File: src/rtl/jtkicker_vtgen_pkg.sv
// Shared timing defaults and window/wrap helpers for the Kicker video timing generator.
package jtkicker_vtgen_pkg;

  localparam int VT_W = 9;

  localparam logic [8:0] HCNT_START_D = 9'h080;
  localparam logic [8:0] HCNT_END_D   = 9'h1FF;
  localparam logic [8:0] VCNT_START_D = 9'h0F8;
  localparam logic [8:0] VCNT_END_D   = 9'h1FF;
  localparam logic [8:0] HB_START_D   = 9'h080;
  localparam logic [8:0] HB_END_D     = 9'h100;
  localparam logic [8:0] HS_START_D   = 9'h0A0;
  localparam logic [8:0] HS_END_D     = 9'h0C0;
  localparam logic [8:0] VB_START_D   = 9'h1F0;
  localparam logic [8:0] VB_END_D     = 9'h110;
  localparam logic [8:0] VS_START_D   = 9'h0F8;
  localparam logic [8:0] VS_END_D     = 9'h100;

  // Circular [a,b): when a > b the window runs past the counter end and wraps.
  function automatic logic in_window(int unsigned v, int unsigned a, int unsigned b);
    if (a == b) return 1'b0;
    if (a < b) return (v >= a) && (v < b);
    return (v >= a) || (v < b);
  endfunction

  function automatic int unsigned wrap_add(int unsigned base, int off,
                                           int unsigned lo, int unsigned hi);
    int s;
    int n;
    n = int'(hi - lo) + 1;
    s = int'(base) + off;
    if (s > int'(hi)) s = s - n;
    else if (s < int'(lo)) s = s + n;
    return $unsigned(s);
  endfunction

  function automatic logic in_range(int unsigned v, int unsigned lo, int unsigned hi);
    return (v >= lo) && (v <= hi);
  endfunction

endpackage

File: src/rtl/jtkicker_vtgen_cnt.sv
// Range counter: steps START..END and wraps; wrap flags the step that returns to START.
module jtkicker_vtgen_cnt #(
  parameter int             W     = 9,
  parameter logic [W-1:0]   START = '0,
  parameter logic [W-1:0]   END   = '1,
  parameter logic [W-1:0]   INIT  = START
) (
  input  logic         clk,
  input  logic         rst_n,
  input  logic         cen,
  input  logic         step,
  output logic [W-1:0] value,
  output logic         wrap
);

  assign wrap = cen & step & (value == END);

  always_ff @(posedge clk or negedge rst_n) begin
    if (!rst_n)
      value <= INIT;
    else if (cen && step)
      value <= (value == END) ? START : value + W'(1);
  end

endmodule

File: src/rtl/jtkicker_vtgen.sv
// Video timing generator: pixel/line counters, render line, blanking, syncs and frame flag.
module jtkicker_vtgen
  import jtkicker_vtgen_pkg::*;
#(
  parameter int           W          = VT_W,
  parameter logic [W-1:0] HCNT_START = W'(HCNT_START_D),
  parameter logic [W-1:0] HCNT_END   = W'(HCNT_END_D),
  parameter logic [W-1:0] VCNT_START = W'(VCNT_START_D),
  parameter logic [W-1:0] VCNT_END   = W'(VCNT_END_D),
  parameter logic [W-1:0] HB_START   = W'(HB_START_D),
  parameter logic [W-1:0] HB_END     = W'(HB_END_D),
  parameter logic [W-1:0] HS_START   = W'(HS_START_D),
  parameter logic [W-1:0] HS_END     = W'(HS_END_D),
  parameter logic [W-1:0] VB_START   = W'(VB_START_D),
  parameter logic [W-1:0] VB_END     = W'(VB_END_D),
  parameter logic [W-1:0] VS_START   = W'(VS_START_D),
  parameter logic [W-1:0] VS_END     = W'(VS_END_D),
  parameter int           VR_LEAD    = 1
) (
  input  logic         clk,
  input  logic         rst_n,
  input  logic         pxl_cen,
  input  logic [3:0]   hoffset,
  output logic [W-1:0] hdump,
  output logic [W-1:0] vdump,
  output logic [W-1:0] vrender,
  output logic         hinit,
  output logic         LHBL,
  output logic         LVBL,
  output logic         HS,
  output logic         VS,
  output logic         frame
);

  localparam logic [W-1:0] VR_INIT = W'(wrap_add(32'(VCNT_START), VR_LEAD,
                                                 32'(VCNT_START), 32'(VCNT_END)));

  localparam bit PARAMS_OK =
    (HCNT_START <= HCNT_END) && (VCNT_START <= VCNT_END) &&
    in_range(32'(HB_START), 32'(HCNT_START), 32'(HCNT_END)) &&
    in_range(32'(HB_END),   32'(HCNT_START), 32'(HCNT_END)) &&
    in_range(32'(HS_START), 32'(HCNT_START), 32'(HCNT_END)) &&
    in_range(32'(HS_END),   32'(HCNT_START), 32'(HCNT_END)) &&
    in_range(32'(VB_START), 32'(VCNT_START), 32'(VCNT_END)) &&
    in_range(32'(VB_END),   32'(VCNT_START), 32'(VCNT_END)) &&
    in_range(32'(VS_START), 32'(VCNT_START), 32'(VCNT_END)) &&
    in_range(32'(VS_END),   32'(VCNT_START), 32'(VCNT_END)) &&
    (VR_LEAD >= 0) && (VR_LEAD <= int'(VCNT_END - VCNT_START));

  logic               h_wrap, v_wrap, r_wrap;
  logic [W-1:0]       hdump_nx, vdump_nx, hs_a, hs_b;
  logic signed [3:0]  hoff, hoff_nx;
  logic               hs_nx;

  jtkicker_vtgen_cnt #(.W(W), .START(HCNT_START), .END(HCNT_END)) u_hcnt (
    .clk(clk), .rst_n(rst_n), .cen(pxl_cen), .step(1'b1), .value(hdump), .wrap(h_wrap)
  );

  jtkicker_vtgen_cnt #(.W(W), .START(VCNT_START), .END(VCNT_END)) u_vcnt (
    .clk(clk), .rst_n(rst_n), .cen(pxl_cen), .step(h_wrap), .value(vdump), .wrap(v_wrap)
  );

  jtkicker_vtgen_cnt #(.W(W), .START(VCNT_START), .END(VCNT_END), .INIT(VR_INIT)) u_vrcnt (
    .clk(clk), .rst_n(rst_n), .cen(pxl_cen), .step(h_wrap), .value(vrender), .wrap(r_wrap)
  );

  // Flags are registered from the counters' next values so they line up with hdump/vdump.
  always_comb begin
    hdump_nx = h_wrap ? HCNT_START : hdump + W'(1);
    vdump_nx = v_wrap ? VCNT_START : (h_wrap ? vdump + W'(1) : vdump);
    hoff_nx  = v_wrap ? $signed(hoffset) : hoff;
    hs_a     = W'(wrap_add(32'(HS_START), int'(hoff_nx), 32'(HCNT_START), 32'(HCNT_END)));
    hs_b     = W'(wrap_add(32'(HS_END),   int'(hoff_nx), 32'(HCNT_START), 32'(HCNT_END)));
    hs_nx    = in_window(32'(hdump_nx), 32'(hs_a), 32'(hs_b));
  end

  always_ff @(posedge clk or negedge rst_n) begin
    if (!rst_n) begin
      hinit <= 1'b0;
      LHBL  <= 1'b0;
      LVBL  <= 1'b0;
      HS    <= 1'b0;
      VS    <= 1'b0;
      frame <= 1'b0;
      hoff  <= '0;
    end else if (pxl_cen) begin
      hinit <= (hdump_nx == HCNT_END);
      LHBL  <= ~in_window(32'(hdump_nx), 32'(HB_START), 32'(HB_END));
      HS    <= hs_nx;
      if (hs_nx && !HS)
        VS <= in_window(32'(vdump_nx), 32'(VS_START), 32'(VS_END));
      if (h_wrap)
        LVBL <= ~in_window(32'(vdump_nx), 32'(VB_START), 32'(VB_END));
      if (v_wrap) begin
        frame <= ~frame;
        hoff  <= hoff_nx;
      end
    end
  end

  a_params: assert property (@(posedge clk) PARAMS_OK)
    else $error("jtkicker_vtgen: timing parameter outside counter range");

  a_vr_step: assert property (@(posedge clk) r_wrap |-> h_wrap)
    else $error("jtkicker_vtgen: vrender stepped without a line wrap");

endmodule

File: config.mk
export PLATFORM = sky130hd
export DESIGN_NAME = jtkicker_vtgen
export DESIGN_NICKNAME = d
export VERILOG_FILES = /design/src/rtl/jtkicker_vtgen_pkg.sv /design/src/rtl/jtkicker_vtgen_cnt.sv /design/src/rtl/jtkicker_vtgen.sv
export SDC_FILE = /design/constraint.sdc
export NUM_CORES = 1
export LEC_CHECK = 0
export ABC_CLOCK_PERIOD_IN_PS = 10200
export CAP_MARGIN = 20
export CORE_MARGIN = 1
export CORE_UTILIZATION = 45
export DETAILED_ROUTE_END_ITERATION = 10
export PLACE_DENSITY = 0.75
export SLEW_MARGIN = 10
export SYNTH_ARGS = -nofsm -noshare
export SYNTH_HDL_FRONTEND = slang
export SYNTH_SLANG_ARGS = --single-unit
File: constraint.sdc
create_clock -name clk -period 10.2 [get_ports clk]
set_input_delay 1.02 -clock clk [delete_from_list [all_inputs] [get_ports clk]]
set_output_delay 1.02 -clock clk [all_outputs]
set_load 0.01 [all_outputs]
# Word-level counts from Yosys, hierarchy flattened
# Index checks and enable logic that the tools add are counted.
[word_totals] ff_bits=37 latchBits=0 ram_bits=0 mem_bits_ro=0 in_bits=7 output_inout_bits=33 word_cells=80 memories=0
[op_classes] n_addsub=9 n_mul=0 n_div=0 magnitude_cmp=13 eq_ne=5 shift=0 mux=24 n_bitwise=6 n_reduce_logical=13
[ops] cell="$mux W9" count=10
[ops] cell="$eq A9 B9 Y1 const B" count=4
[ops] cell="$add A9 B1 Y9 const B" count=3
[ops] cell="$lt A9 B9 Y1 const B" count=3
[ops] cell="$add A9 B4 Y10 const A" count=2
[ops] cell="$gt A10 B10 Y1 const B" count=2
[ops] cell="$lt A10 B9 Y1 const B" count=2
[ops] cell="$add A9 B8 Y9 const B" count=2
[ops] cell="$ge A9 B8 Y1 const B" count=2
[ops] cell="$lt A9 B9 Y1" count=2
[ops] cell="$sub A9 B8 Y9 const B" count=2
[ops] cell="$mux W1" count=13
[ops] cell="$eq A9 B9 Y1" count=1
[ops] cell="$ge A9 B9 Y1" count=1
[ops] cell="$ge A9 B9 Y1 const B" count=1
[ops] cell="$reduce_and A2 Y1" count=3
[ops] cell="$logic_and A1 B1 Y1" count=5
[ops] cell="$logic_or A1 B1 Y1" count=4
[ops] cell="$mux W4" count=1
[ops] cell="$and A1 B1 Y1" count=3
[ops] cell="$not A1 Y1" count=3
[ops] cell="$logic_not A1 Y1" count=1

# Logic depth before layout (Yosys ltp)
# Gate-level depths: netlist of the first run.
[depth] word_depth=18 depth_mapped=16 mapped_depth_nobuf=15

# Cells and area by module
# Synthesis of the first run repeated with hierarchy kept, for this count alone.
[unflattened] hier_cells=270 area_unflattened_um2=2479.9
[modules_own_cells] module="jtkicker_vtgen" n_inst=1 cells_per_inst=117 area_each_um2=987.2 seq_area_each_um2=250.2
[modules_own_cells] module="jtkicker_vtgen_cnt at u_vrcnt" n_inst=1 cells_per_inst=51 area_each_um2=501.7 seq_area_each_um2=232.7
[modules_own_cells] module="jtkicker_vtgen_cnt at u_vcnt" n_inst=1 cells_per_inst=51 area_each_um2=500.5 seq_area_each_um2=231.5
[modules_own_cells] module="jtkicker_vtgen_cnt at u_hcnt" n_inst=1 cells_per_inst=51 area_each_um2=490.5 seq_area_each_um2=226.5

# Worst setup path before layout of the first run
# No wires, ideal clock.
[synth_path] path_kind="reg-to-reg" startpoint="register u_hcnt.value[0]" endpoint="register VS" setup_time_ps=79 t_arrival_ps=3222 required_time_ps=10121 path_slack_ps=6899 path_stages_with_launch=17 path_buffers=3 synth_period_minus_slack_ps=3301 cell_sequence="dfrtp_1 > ha_1 > nand3_1 > nor2_1 > and3_1 > ha_1 > buf_4 > and2_2 > clkbuf_8 > clkbuf_1 > nor2_1 > ha_1 > o211ai_1 > a22o_1 > a211o_1 > o2111ai_2 > mux2i_1"
[synth_via] elab_chain_len=16 elab_cells_between_ends=42 classes_between="add/sub (7); order compare (9); eq/ne (2); mux (15); bitwise (3); reduce/logical (6)"
[synth_lines] item="start: declaration" line="jtkicker_vtgen_cnt.sv:12" text="output logic [W-1:0] value,"
[synth_lines] item="start signal: assignment" line="jtkicker_vtgen_cnt.sv:22" text="value <= (value == END) ? START : value + W'(1);"
[synth_lines] item="$eq A9 B9 Y1" line="jtkicker_vtgen_cnt.sv:16" text="assign wrap = cen & step & (value == END);"
[synth_lines] item="$and A1 B1 Y1" line="jtkicker_vtgen_cnt.sv:16"
[synth_lines] item="$and A1 B1 Y1"
[synth_lines] item="$and A1 B1 Y1" line="jtkicker_vtgen_cnt.sv:16"
[synth_lines] item="$mux W4" line="jtkicker_vtgen.sv:71" text="hoff_nx = v_wrap ? $signed(hoffset) : hoff;"
[synth_lines] item="$add A9 B4 Y10" line="jtkicker_vtgen_pkg.sv:31" text="s = int'(base) + off;"
[synth_lines] item="$add A9 B8 Y9 / $lt A10 B9 Y1 (equally long branches)" line="jtkicker_vtgen_pkg.sv:33" text="else if (s < int'(lo)) s = s + n;"
[synth_lines] item="$mux W9" line="jtkicker_vtgen_pkg.sv:33"
[synth_lines] item="$mux W9" line="jtkicker_vtgen_pkg.sv:32" text="if (s > int'(hi)) s = s - n;"
[synth_lines] item="$lt A9 B9 Y1, or another cell as far along" line="jtkicker_vtgen_pkg.sv:22" text="if (a < b) return (v >= a) && (v < b);"
[synth_lines] item="$mux W1 / $logic_and A1 B1 Y1 (equally long branches)" line="jtkicker_vtgen_pkg.sv:22"
[synth_lines] item="$mux W1" line="jtkicker_vtgen_pkg.sv:22"
[synth_lines] item="$mux W1" line="jtkicker_vtgen_pkg.sv:23" text="return (v >= a) || (v < b);"
[synth_lines] item="$mux W1" line="jtkicker_vtgen_pkg.sv:22"
[synth_lines] item="$logic_and A1 B1 Y1" line="jtkicker_vtgen.sv:90" text="if (hs_nx && !HS)"
[synth_lines] item="$reduce_and A2 Y1 (no source line)"
[synth_lines] item="end signal: assignment" line="jtkicker_vtgen.sv:91" text="VS <= in_window(32'(vdump_nx), 32'(VS_START), 32'(VS_END));"
[synth_lines] item="end: declaration" line="jtkicker_vtgen.sv:31" text="output logic VS,"
# Parallel ways exist; a longest one is shown, timed or not. The select of a mux whose other input is x is not followed.
# A chain may end at the register's enable or synchronous reset.

# Worst setup path after layout of the first run
# Same ends and word-level chain as after synthesis.

==> flow_summary.toml, run 1 <==
[sta]
fin_setup_tns_ns = 0
setup_violations = 0
whs_ns = 0.494
skew_ns = 0.00764
fmax_mhz = 270
finalCritPeriodShare_pct = 36.3
rsz0062_at_grt = "false"
max_slew_margin_pct = 66.9
tightest_slew_ns = 0.497
drv_slew = 0
layout_min_cycle_time_ns = 3.70
final-hold-violation-count = 0

[worst_setup_path]
crit_path_end_kind = "flop"
arrival_ns = 3.92
r2r_slack_ns = 6.50
crit_required_ns = 10.43
crit_fanout = 15
cp_cell_sequence = "ha_1, nand3_1, nor2_1, and3_1, ha_1, nand2_1, and2_1, ha_1, nor2b_1, o211ai_1, a22o_1, a211o_1, o2111ai_2, mux2i_1"
crit_top_cell = "ha_1"
crit_slowest_cell = "ha_1"
max_stage_delay_ns = 0.46
startpoint_type = "flop"
worstSetupPathType = "flop to flop"

[detailed_routing]
wire_per_inst_um = 14.1
vias = 1903
firstDrtPassIters = 4
drtIter0Drc = 131
drc = 0
ant_nets = 0
totalWireLength_um = 4920
vias_per_cell = 5.45

[place]
port_buffers = 39
gp_congestion = 0.852
dp_hpwl_um = 3450
dp.cells = 341

[clock_network]
htreeDepth = 2
cts_hold_buf = 0
worstSkewPairLatency_ns = 0.30
cts_num_sinks = 37
cts_resized = 0
cts_buffers = 5
clockRootBuffer = "clkbuf_8"
clk_pin_slew_worst_paths_ns = 0.08
cts_tree = "yes"
cts_buffer_depth = 2
cts_setup_buffers = 0

[synthesis]
synthCells = 241
syn_nets = 261
yosysTopAreaCellShare_pct = 27.2
synth_compound_area_share_pct = 16.8
synthFlopType = "dfrtp_1"
synthArstFlopShare_pct = 100
muxShareOfSynthArea_pct = 5.89
synthXorXnorAreaFrac_pct = 2.67
synth_cell_types = 51
synth-simple-area-share_pct = 21.7
ys_seq_area_share_pct = 41.0
ys_ff_latch = 37
synth_edf_count = 0
synth_top_family_by_area = "simple AND/OR/NAND/NOR gates"
syn-cell-area_um2 = 2300
yosysTopAreaCell = "dfrtp_1"
synth_adder_area_share_pct = 7.08
syn_avg_cell_area_um2 = 9.53
synthTopCellsByArea = "dfrtp_1 27%, dfstp_2 14%, ha_1 7.1%"
yosysWarnings = 0

[power_and_ir_drop]
p_seq_share_pct = 34.4
comb_power_share_pct = 39.7
leakage_uw = 0.00134
powerDensity_nw_per_um2 = 208
p_clk_share_pct = 25.9
vdd_drop_max_mv = 0.149
switching_power_uw = 205
p_total_uw = 595
p_int_uw = 390
p_sw_share_pct = 34.5

[die]
io_pins = 40
num_rows = 25
start_util_pct = 47.7
fp.dieArea_um2 = 5390
die_x_um = 73.4
die_y_um = 73.4
core_um2 = 4820

[outcome]
status = "complete, no violations"

[cells_and_area]
num-fill-cells = 437
nets = 301
diodes = 0
drive_gt1_share_pct = 14.5
syn2layout_area_growth_pct = 24.9
fin_cells = 349

[global_route]
antenna_found_initial = 0
grtUsageTotal_pct = 19.8
grt_pass1_vias = 1785
grt_pass1_wl_um = 8050
grt_max_degree = 38
grt_overflow = 0

[job]
drv_cap = 0

[min_path]
hold_path.class = "flop to flop"
==> worst max-delay path, delay by kind of cell, from the launching register on <==
kind / cells / cell delay (ns)
flip-flops: 1 / 0.41
AND/OR/NAND/NOR: 6 / 1.32
AO/OA/AOI/OAI: 4 / 0.68
adder cells (fa/ha/maj): 3 / 1.01
multiplexers: 1 / 0.20
==> Yosys cell counts (4+ instances only) <==
cell	count
o21ai_0	20
mux2_2	7
and3_1	14
o22a_1	4
o21a_1	4
nand2_1	23
nand3_1	13
o22ai_1	4
dfrtp_1	25
xnor2_1	6
nor2b_1	5
clkbuf_1	5
nand3b_1	4
a21oi_1	7
dfstp_2	12
nor2_1	14
nand4_1	4
inv_1	15
ha_1	13
==> power groups by stage <==
stage          sequential [µW]  clock [µW]  combinational, µW
6_report                   205         154                237
2_1_floorplan              213           0                142
4_1_cts                    205         157                238
5_1_grt                    209         162                264
3_5_place_dp               207           0                235
3_3_place_gp               207           0                230
==> layout make-up <==
class | count | area [µm²] | share of cell area, %
clock inverter | 3 | 65.1 | 2.27
inverter | 16 | 60.1 | 2.09
multi-input combinational | 180 | 1240 | 43.4
sequential | 37 | 941 | 32.8
clock buffer | 5 | 68.8 | 2.40
tap | 67 | 83.8 | 2.92
timing repair buffer | 41 | 405 | 14.1
==> state kept, by name, indices dropped and copies added, names as in the netlist <==
name,cells
LHBL,1
HS,1
u_hcnt.value,9
u_vrcnt.value,9
VS,1
LVBL,1
hoff,4
frame,1
hinit,1
u_vcnt.value,9
==> placed cells by master (no fill, tap or decap), drive strengths merged, types with 5 or more instances in the layout <==
master         instances
clkdlybuf4s50         39
ha                    13
o21ai                 20
mux2                   7
dfstp                 12
nand3                 14
nor2b                  5
inv                   16
dfrtp                 25
clkbuf                 5
a21oi                  7
nor2                  14
nand2                 23
xnor2                  6
and3                  15
==> metal layers <==
layer / routed length (µm) / up-vias / global-route usage (%)
met5: 0 / - / 0
met4: 78 / 0 / 8.55
met3: 192 / 8 / 3.43
met2: 2340 / 53 / 32.6
met1: 2310 / 896 / 25.7
li1: - / 946 / -
==> stage by stage <==
| stage | worst slack [ns] | utilization, % | cell area [µm²] |
|---|---|---|---|
| floorplan | 6.90 | - | 2300 |
| global placement | 6.49 | 56.8 | 2730 |
| detailed placement | 6.37 | 56.8 | 2730 |
| CTS | 6.46 | 59.5 | 2870 |
| global route | 6.17 | 59.5 | 2870 |
| finish | 6.50 | 59.5 | 2870 |
==> worst paths after layout <==
| check | to | depth (start not counted) | from |
|---|---|---|---|
| setup / recovery | VS$_DFFE_PN0P_ | 14 | u_hcnt.value[0]$_DFFE_PN0P_ |
| hold / removal | frame$_DFFE_PN0P_ | 1 | frame$_DFFE_PN0P_ |
| setup reg to reg | VS$_DFFE_PN0P_ | 14 | u_hcnt.value[0]$_DFFE_PN0P_ |
| hold reg to reg | frame$_DFFE_PN0P_ | 1 | frame$_DFFE_PN0P_ |
| max in group asynchronous | u_vcnt.value[5]$_DFFE_PN1N_ | 2 | rst_n |
| min in group asynchronous | u_vrcnt.value[8]$_DFFE_PN0N_ | 2 | rst_n |
==> cell families (layout without fill, tap and decap cells) <==
| kind of cell | count (synthesis) | count (layout) |
|---|---|---|
| XOR/XNOR | 7 | 7 |
| AND/OR/NAND/NOR | 91 | 91 |
| buffers and inverters | 24 | 65 |
| flip-flops | 37 | 37 |
| AO/OA/AOI/OAI | 58 | 58 |
| multiplexers | 11 | 11 |
| adder cells (fa/ha/maj) | 13 | 13 |
Power figures use the tool's default switching activity.
==> inputs of run 2 (changes only) <==
--- a/config.mk
+++ b/config.mk
@@ -5,12 +5,12 @@
 export SDC_FILE = /design/constraint.sdc
 export NUM_CORES = 1
 export LEC_CHECK = 0
-export ABC_CLOCK_PERIOD_IN_PS = 10200
+export ABC_CLOCK_PERIOD_IN_PS = 3150
 export CAP_MARGIN = 20
 export CORE_MARGIN = 1
 export CORE_UTILIZATION = 45
 export DETAILED_ROUTE_END_ITERATION = 10
-export PLACE_DENSITY = 0.75
+export PLACE_DENSITY = 0.77
 export SLEW_MARGIN = 10
 export SYNTH_ARGS = -nofsm -noshare
 export SYNTH_HDL_FRONTEND = slang
==> constraint.sdc (replaced) <==
create_clock -name clk -period 3.15 [get_ports clk]
set_input_delay 0.315 -clock clk [delete_from_list [all_inputs] [get_ports clk]]
set_output_delay 0.315 -clock clk [all_outputs]
set_load 0.01 [all_outputs]
==> run 2 against run 1 <==
Compared with the run above:
- critical endpoint unchanged
- design area rose by 6.8%
- clock skew is 0.0020 ns lower
- critical path depth did not move
- clock-buffer cell count up 2
- register-to-register slack lost 6.5 ns
- core utilization increased by 4.1 points
- fmax grew 19%
==> flow_summary.toml, run 2 (synthesis gave the netlist of run 1 again) <==
[sta]
rsz0062_at_grt = "true"
setup_violations = 0
final-hold-violation-count = 0
fin_setup_tns_ns = 0
max_slew_margin_pct = 46.3
layout_min_cycle_time_ns = 3.12
whs_ns = 0.484
tightest_slew_ns = 0.802
finalCritPeriodShare_pct = 99.1
fmax_mhz = 320
drv_slew = 0
skew_ns = 0.00563

[cells_and_area]
syn2layout_area_growth_pct = 33.4
drive_gt1_share_pct = 23.3
final_common_cell = "clkdlybuf4s50_1"
stdcell_area_um2 = 3060
diodes = 0
layout_common_cells = "39 x clkdlybuf4s50_1, 25 x dfrtp_1, 23 x nand2_1"
multiInputGateArea_um2 = 1310
reg_top3 = "u_hcnt.value (9), u_vcnt.value (9), u_vrcnt.value (9)"
num-fill-cells = 449
utilization_pct = 63.6
regArea_um2 = 941
nets = 320

[die]
die_y_um = 73.4
die_x_um = 73.4
num_rows = 25
fp.dieArea_um2 = 5390
start_util_pct = 47.7
core_um2 = 4820
io_pins = 40

[clock_network]
htreeDepth = 2
cts_tree = "yes"
cts_hold_buf = 0
cts_num_sinks = 37
clk_pin_slew_worst_paths_ns = 0.08
clockRootBuffer = "clkbuf_8"
cts_buffers = 5
worstSkewPairLatency_ns = 0.29
cts_buffer_depth = 2

[worst_setup_path]
cp.buffers_inverters = 1
arrival_ns = 3.34
crit_required_ns = 3.37
cp_cell_sequence = "and3_4, and3_4, and3_4, ha_4, nand3_4, mux2_4, inv_2, ha_4, nor2b_1, o211ai_1, a22o_1, a211o_1, o2111ai_2, mux2i_1"
critical_path.top_delay_family = "simple AND/OR/NAND/NOR gates"
crit_fanout = 7
crit_top_cell = "and3_4"
crit_slowest_cell = "dfstp_2"
crit_path_end_kind = "flop"
worstSetupPathType = "flop to flop"
max_stage_delay_ns = 0.56
startpoint_type = "flop"

[detailed_routing]
vias = 2040
drc = 0
ant_nets = 0
vias_per_cell = 5.54
wire_per_inst_um = 15.0
firstDrtPassIters = 4
totalWireLength_um = 5520
drtIter0Drc = 104

[outcome]
status = "complete, no violations"

[min_path]
hold_path.class = "primary input to async pin"

[power_and_ir_drop]
vdd_drop_max_mv = 0.561
powerDensity_nw_per_um2 = 640
leakage_uw = 0.00142
p_total_uw = 1960

[global_route]
antenna_found_initial = 0
grtUsageTotal_pct = 21.4
grt_max_degree = 19
grt_pass1_wl_um = 8800
grt_overflow = 0
grt_pass1_vias = 1918

[place]
dpl_cell_area_um2 = 2840
dp_hpwl_um = 3910
gp_congestion = 0.850
port_buffers = 39

[job]
drv_cap = 0
## run 2: cell count changes in the layout (fill, tap and decap cells not counted), moves of 3 or more
| cell | delta |
|---|---|
| and3_4 | +3 |
| buf_4 | +19 |
| and3_1 | -3 |
| ha_1 | -4 |
| ha_4 | +3 |
## run 2: cell type report
type / instances / share of cell area [%]
Clock buffer: 7 / 2.82
Clock inverter: 1 / 0.980
Inverter: 16 / 1.96
Multi-Input combinational cell: 180 / 42.9
Sequential cell: 37 / 30.7
Tap cell: 67 / 2.74
Timing Repair Buffer: 60 / 17.9
## run 2: layer usage
layer	up-vias	global-route usage [%]	routed length [µm]
li1	986	-	-
met3	7	4.94	195
met5	-	0	0
met1	998	27.3	2450
met2	49	36.1	2800
met4	0	6.84	77
## run 2: metrics by stage
stage	setup WS (ns)	instances
after floorplan	0.0120	241
after global placement	0.0879	355
after detailed placement	-0.0731	355
after CTS	0.0119	364
after global routing	-0.0522	368
final	0.0289	368
## run 2: final timing paths
check | cells past startpoint | slack (ns) | to | start
hold reg to reg | 1 | 0.48 | frame$_DFFE_PN0P_ | frame$_DFFE_PN0P_
setup reg to reg | 14 | 0.03 | VS$_DFFE_PN0P_ | u_vcnt.value[5]$_DFFE_PN1N_
max in group asynchronous | 2 | 1.92 | u_hcnt.value[7]$_DFFE_PN1P_ | rst_n
min in group clk | 1 | 0.48 | frame$_DFFE_PN0P_ | frame$_DFFE_PN0P_
setup / recovery | 14 | 0.03 | VS$_DFFE_PN0P_ | u_vcnt.value[5]$_DFFE_PN1N_
hold / removal | 1 | 0.48 | u_vrcnt.value[1]$_DFFE_PN0N_ | rst_n
## run 2: repair_timing
action                     4_1_cts  5_1_grt
pin swaps                        1        6
setup endpoints to repair        2        3
setup buffers                    1        4
resized for setup                4        8
## run 2: power breakdown
group          total (µW)  internal (µW)  switching [µW]
sequential            651            563            88.8
combinational         874            448             426
clock                 437            258             178
